`src/rtl/rgb565_gray4_sequencer.sv`:
```
// rgb565_gray4_sequencer
//   Multi-cycle custom-instruction unit: converts four packed RGB565 pixels
//   ({ciValueB, ciValueA}, pixel k in bits [16k+15:16k]) to four 8-bit gray
//   bytes using one shared datapath, one pixel per enabled cycle.
// Ports
//   clock     in   system clock
//   reset     in   synchronous active-high reset (overrides ciCke)
//   ciStart   in   start strobe
//   ciCke     in   clock enable; all state frozen while low
//   ciN       in   [7:0]  custom-instruction id
//   ciValueA  in   [31:0] pixel0 = [15:0], pixel1 = [31:16]
//   ciValueB  in   [31:0] pixel2 = [15:0], pixel3 = [31:16]
//   ciDone    out  result valid for one enabled cycle
//   ciResult  out  [31:0] gray byte k in [8k+7:8k]; 0 while ciDone = 0
module rgb565_gray4_sequencer #(
  parameter logic [7:0] customInstructionId = 8'd0
) (
  input  logic        clock,
  input  logic        reset,
  input  logic        ciStart,
  input  logic        ciCke,
  input  logic [7:0]  ciN,
  input  logic [31:0] ciValueA,
  input  logic [31:0] ciValueB,
  output logic        ciDone,
  output logic [31:0] ciResult
);

  localparam logic [1:0] IDLE    = 2'd0;
  localparam logic [1:0] CONVERT = 2'd1;
  localparam logic [1:0] DONE    = 2'd2;

  logic [1:0]  r_state;
  logic [1:0]  r_count;
  logic [63:0] r_pixels;
  logic [31:0] r_bytes;
  logic        r_done;
  logic [31:0] r_result;

  logic        w_hit;
  logic [15:0] w_pixel;
  logic [7:0]  w_r8;
  logic [7:0]  w_g8;
  logic [7:0]  w_b8;
  logic [16:0] w_sum;
  logic [7:0]  w_gray;

  assign w_hit = ciStart && (ciN == customInstructionId);

  always_comb begin
    w_pixel = r_pixels[15:0];
    case (r_count)
      2'd0:    w_pixel = r_pixels[15:0];
      2'd1:    w_pixel = r_pixels[31:16];
      2'd2:    w_pixel = r_pixels[47:32];
      default: w_pixel = r_pixels[63:48];
    endcase
  end

  // Shared grayscale datapath; the weights sum to 256, so the peak of
  // 64220 fits in 16 bits and gray never exceeds 250.
  assign w_r8   = {w_pixel[15:11], 3'b000};
  assign w_g8   = {w_pixel[10:5], 2'b00};
  assign w_b8   = {w_pixel[4:0], 3'b000};
  assign w_sum  = 17'd54  * {9'd0, w_r8}
                + 17'd183 * {9'd0, w_g8}
                + 17'd19  * {9'd0, w_b8};
  assign w_gray = 8'(w_sum >> 8);

  always_ff @(posedge clock) begin
    if (reset) begin
      r_state  <= IDLE;
      r_count  <= '0;
      r_pixels <= '0;
      r_bytes  <= '0;
      r_done   <= 1'b0;
      r_result <= '0;
    end else if (ciCke) begin
      case (r_state)
        IDLE: begin
          r_done   <= 1'b0;
          r_result <= '0;
          if (w_hit) begin
            r_pixels <= {ciValueB, ciValueA};
            r_count  <= '0;
            r_state  <= CONVERT;
          end
        end
        CONVERT: begin
          case (r_count)
            2'd0:    r_bytes[7:0]   <= w_gray;
            2'd1:    r_bytes[15:8]  <= w_gray;
            2'd2:    r_bytes[23:16] <= w_gray;
            default: r_bytes[31:24] <= w_gray;
          endcase
          r_count <= r_count + 2'd1;
          if (r_count == 2'd3) begin
            r_state <= DONE;
          end
        end
        DONE: begin
          // Result is published on the edge leaving DONE; the following
          // enabled IDLE edge clears it, giving a one-cycle ciDone pulse.
          r_done   <= 1'b1;
          r_result <= r_bytes;
          r_state  <= IDLE;
        end
        default: begin
          r_state <= IDLE;
        end
      endcase
    end
  end

  assign ciDone   = r_done;
  assign ciResult = r_result;

endmodule

```
`config.mk`:
```
export PLATFORM = sky130hd
export DESIGN_NAME = rgb565_gray4_sequencer
export DESIGN_NICKNAME = d
export VERILOG_FILES = /design/src/rtl/rgb565_gray4_sequencer.sv
export SDC_FILE = /design/constraint.sdc
export NUM_CORES = 1
export LEC_CHECK = 0
export CAP_MARGIN = 5
export CORE_MARGIN = 10
export CORE_UTILIZATION = 40
export CTS_CLUSTER_DIAMETER = 30
export DETAILED_ROUTE_END_ITERATION = 6
export PLACE_DENSITY = 0.66
export SKIP_CTS_REPAIR_TIMING = 1
export SYNTH_ARGS = -nofsm -noshare
export SYNTH_HDL_FRONTEND = slang
export SYNTH_SLANG_ARGS = --single-unit
```
`constraint.sdc`:
```
create_clock -name clock -period 9.95 [get_ports clock]
set_input_delay 1.99 -clock clock [delete_from_list [all_inputs] [get_ports clock]]
set_output_delay 1.99 -clock clock [all_outputs]
set_load 0.1 [all_outputs]
```
==> run summary <==
die width: 159 µm
Synth top area share: 0.344
# fillers: 1867
IO Port Bufs: 108
worst hold-check path type: register to register
CP Capture Type: register
CP Max Fanout: 26
Layout area overhead: 23.4%
Final Max Slew Viols: 0
crit-path cells: ha_1 > clkinv_1 > a21oi_1 > fa_1 > inv_1 > fa_1 > fa_1 > inv_1 > ha_1 > a21oi_1 > nor2b_1 > o21ai_0 > a21oi_1 > xnor2_1 > fa_1 > inv_1 > ha_1 > a21oi_1 > o21ai_0 > o22a_1 > o2bb2ai_1 > a211oi_1 > a221o_1
Max-slew headroom: 0.250
Max clock buf depth: 2
most frequent cell after synthesis: nand2_1
largest net degree at the start of global routing: 108
worst-margin pin slew: 1120 ps
Vias/cell: 5.14
Pleak: 3.94 nW
Routed Antenna Nets: 0
Final WS setup: 2790 ps
post-placement setup slack: 2800 ps
fmax: 140 MHz
Buf/Inv on CP: 4
antenna violations before repair: 0
DR DRC count: 0
FF-to-FF End: r_bytes[31]
Die H: 159 µm
final hold viol count: 0
share of layout cells above drive strength 1: 0.0572
Yosys cell types: 61
Tmin final: 7160 ps
final setup TNS: 0 ps
WL final: 19600 µm
vias in the first global route: 6362
Crit path arrival time: 7460 ps
Yosys reg bits: 133
Clock transition at path regs: 60 ps
IO Pins: 109
Synth area leaders: dfxtp_1, ha_1, nand2_1, a21oi_1, fa_1
gr ovfl total: 0
CP max stage delay: 650 ps
hold endpoint: ciResult[9]
CTS tree: built
clk_lat worst skew: 420 ps
crit-path leading delay family: adder cells
maximum vdd drop: 111 µV
sequential-to-total area share from yosys stat: 0.344
Antenna Cells: 0
Net Count, Synth: 1120
WS Path Type: register to register
clock skew: 9.87 ps
Total Power: 1.21 mW
Final HPWL DP: 14700 µm
synthesized cell area: 7750 µm²
Post-Syn Instances: 941
max-cap violations: 0
Worst R2R Setup Slack: 2790 ps
Final setup violation count: 0
CTS Sinks: 133
fin nets: 1197
Routability Congestion: 0.842
worst setup path startpoint: r_count[0]
hold path depth: 2
global-route wire length before repair: 31900 µm
outcome: complete, no violations
synth cell count leaders: nand2_1, dfxtp_1, a21oi_1
die area: 25300 µm²
Final Cycle Share: 0.719
predominant post-synthesis flop cell: dfxtp_1
vias: 6638
core area: 18900 µm²
First-pass DRT Iterations: 6
TritonCTS buffer count: 17
Avg Inst Size Synth: 8.23 µm²
FF-to-FF path depth: 23
Initial Util: 0.410
EDFF count, synth: 0
Worst Min Path Start: ciResult[9]
GRT Total Usage: 0.150
P per Cell Area: 126 nW/µm²
WP data required: 10250 ps
drt wl/cell: 15.2 µm
Max stage delay cell, worst path: a21oi_1
R2R Path Start: r_count[0]
DR iter-0 viols: 429
Setup crit start kind: register
num rows: 50
Hold Slack: 446 ps
cell taking the most area after synthesis: dfxtp_1
CTS H-tree lvls: 4
Clock Tree Root: clkbuf_16
RSZ-0062 raised after global routing: false
Yosys warnings: 0
asr flop ratio synth: 0
## through the flow
step | cells | util | instance area [µm²]
4_1_cts | 1291 | 0.506 | 9560
2_1_floorplan | 941 | - | 7750
6_report | 1291 | 0.506 | 9560
5_1_grt | 1291 | 0.506 | 9560
3_3_place_gp | 1259 | 0.475 | 8970
3_5_place_dp | 1259 | 0.475 | 8970
## worst max-delay path by stage
stage	endpoint	slack (ps)	depth (start not counted)
final	r_bytes[31]	2790	23
after CTS	r_bytes[31]	2780	23
after detailed placement	r_bytes[31]	2800	23
after floorplan	r_bytes[15]	3350	27
after global routing	r_bytes[7]	2160	23
after global placement	r_bytes[31]	2930	23
## per-layer routing
layer | wire, µm | global-route usage
met1 | 8840 | 0.185
met2 | 9380 | 0.249
met3 | 1060 | 0.0418
met4 | 282 | 0.0451
met5 | 0 | 0
## state kept, by name, summed over array words and instances (netlist names)
register and flops:
r_state 2, r_bytes 32, r_pixels 64, ciDone 1, r_count 2, ciResult 32
## worst reg2reg max path, delay by kind of cell (launching register included)
family | cells | cell delay, ps
xor gates and xnor gates | 1 | 170
and+or+nand+nor | 1 | 70
AOI/OAI and AO/OA | 10 | 2790
DFF | 1 | 390
buffers and inverters | 4 | 760
adders and majority gates | 7 | 2870
## area by class of cell
type	count	area, µm²	share of cell area
clock inverters	13	158	0.0165
clock buffers	19	433	0.0453
repair buffers	113	1120	0.117
multi-input cells	693	4640	0.485
flip-flops and latches	133	2660	0.279
inverters	60	225	0.0236
well taps	260	325	0.0340
## where the power goes
| part | switching, mW | internal [mW] | leakage [nW] |
|---|---|---|---|
| logic | 0.0206 | 0.0278 | 2.58 |
| registers | 0.000138 | 0.533 | 1.07 |
| clock network | 0.233 | 0.393 | 0.291 |
| total | 0.253 | 0.954 | 3.94 |
## logic make-up after synthesis
kind of cell / count (synthesis) / share of synthesized area
xor+xnor: 18 / 0.0204
flops: 133 / 0.344
mux: 8 / 0.0113
fa+ha+maj: 103 / 0.191
simple gates: 340 / 0.193
buf+inv: 115 / 0.0580
compound gates: 224 / 0.183
## cell usage in the layout (no fill, tap or decap), types with 5 or more instances in the layout
| cell type | instances |
|---|---|
| a211oi_1 | 5 |
| a21o_1 | 8 |
| a21oi_1 | 130 |
| a222oi_1 | 9 |
| a22oi_1 | 9 |
| buf_4 | 6 |
| clkbuf_16 | 17 |
| clkdlybuf4s50_1 | 107 |
| clkinv_2 | 5 |
| dfxtp_1 | 133 |
| fa_1 | 25 |
| ha_1 | 78 |
| inv_1 | 58 |
| mux2_2 | 6 |
| nand2_1 | 199 |
| nand3_1 | 59 |
| nor2_1 | 23 |
| nor2b_1 | 9 |
| nor3_1 | 16 |
| o21ai_0 | 16 |
| o311ai_0 | 5 |
| o31ai_1 | 8 |
| or2_2 | 6 |
| or3_1 | 5 |
| xnor2_1 | 11 |
| xor2_1 | 7 |
Power figures use the tool's default switching activity.
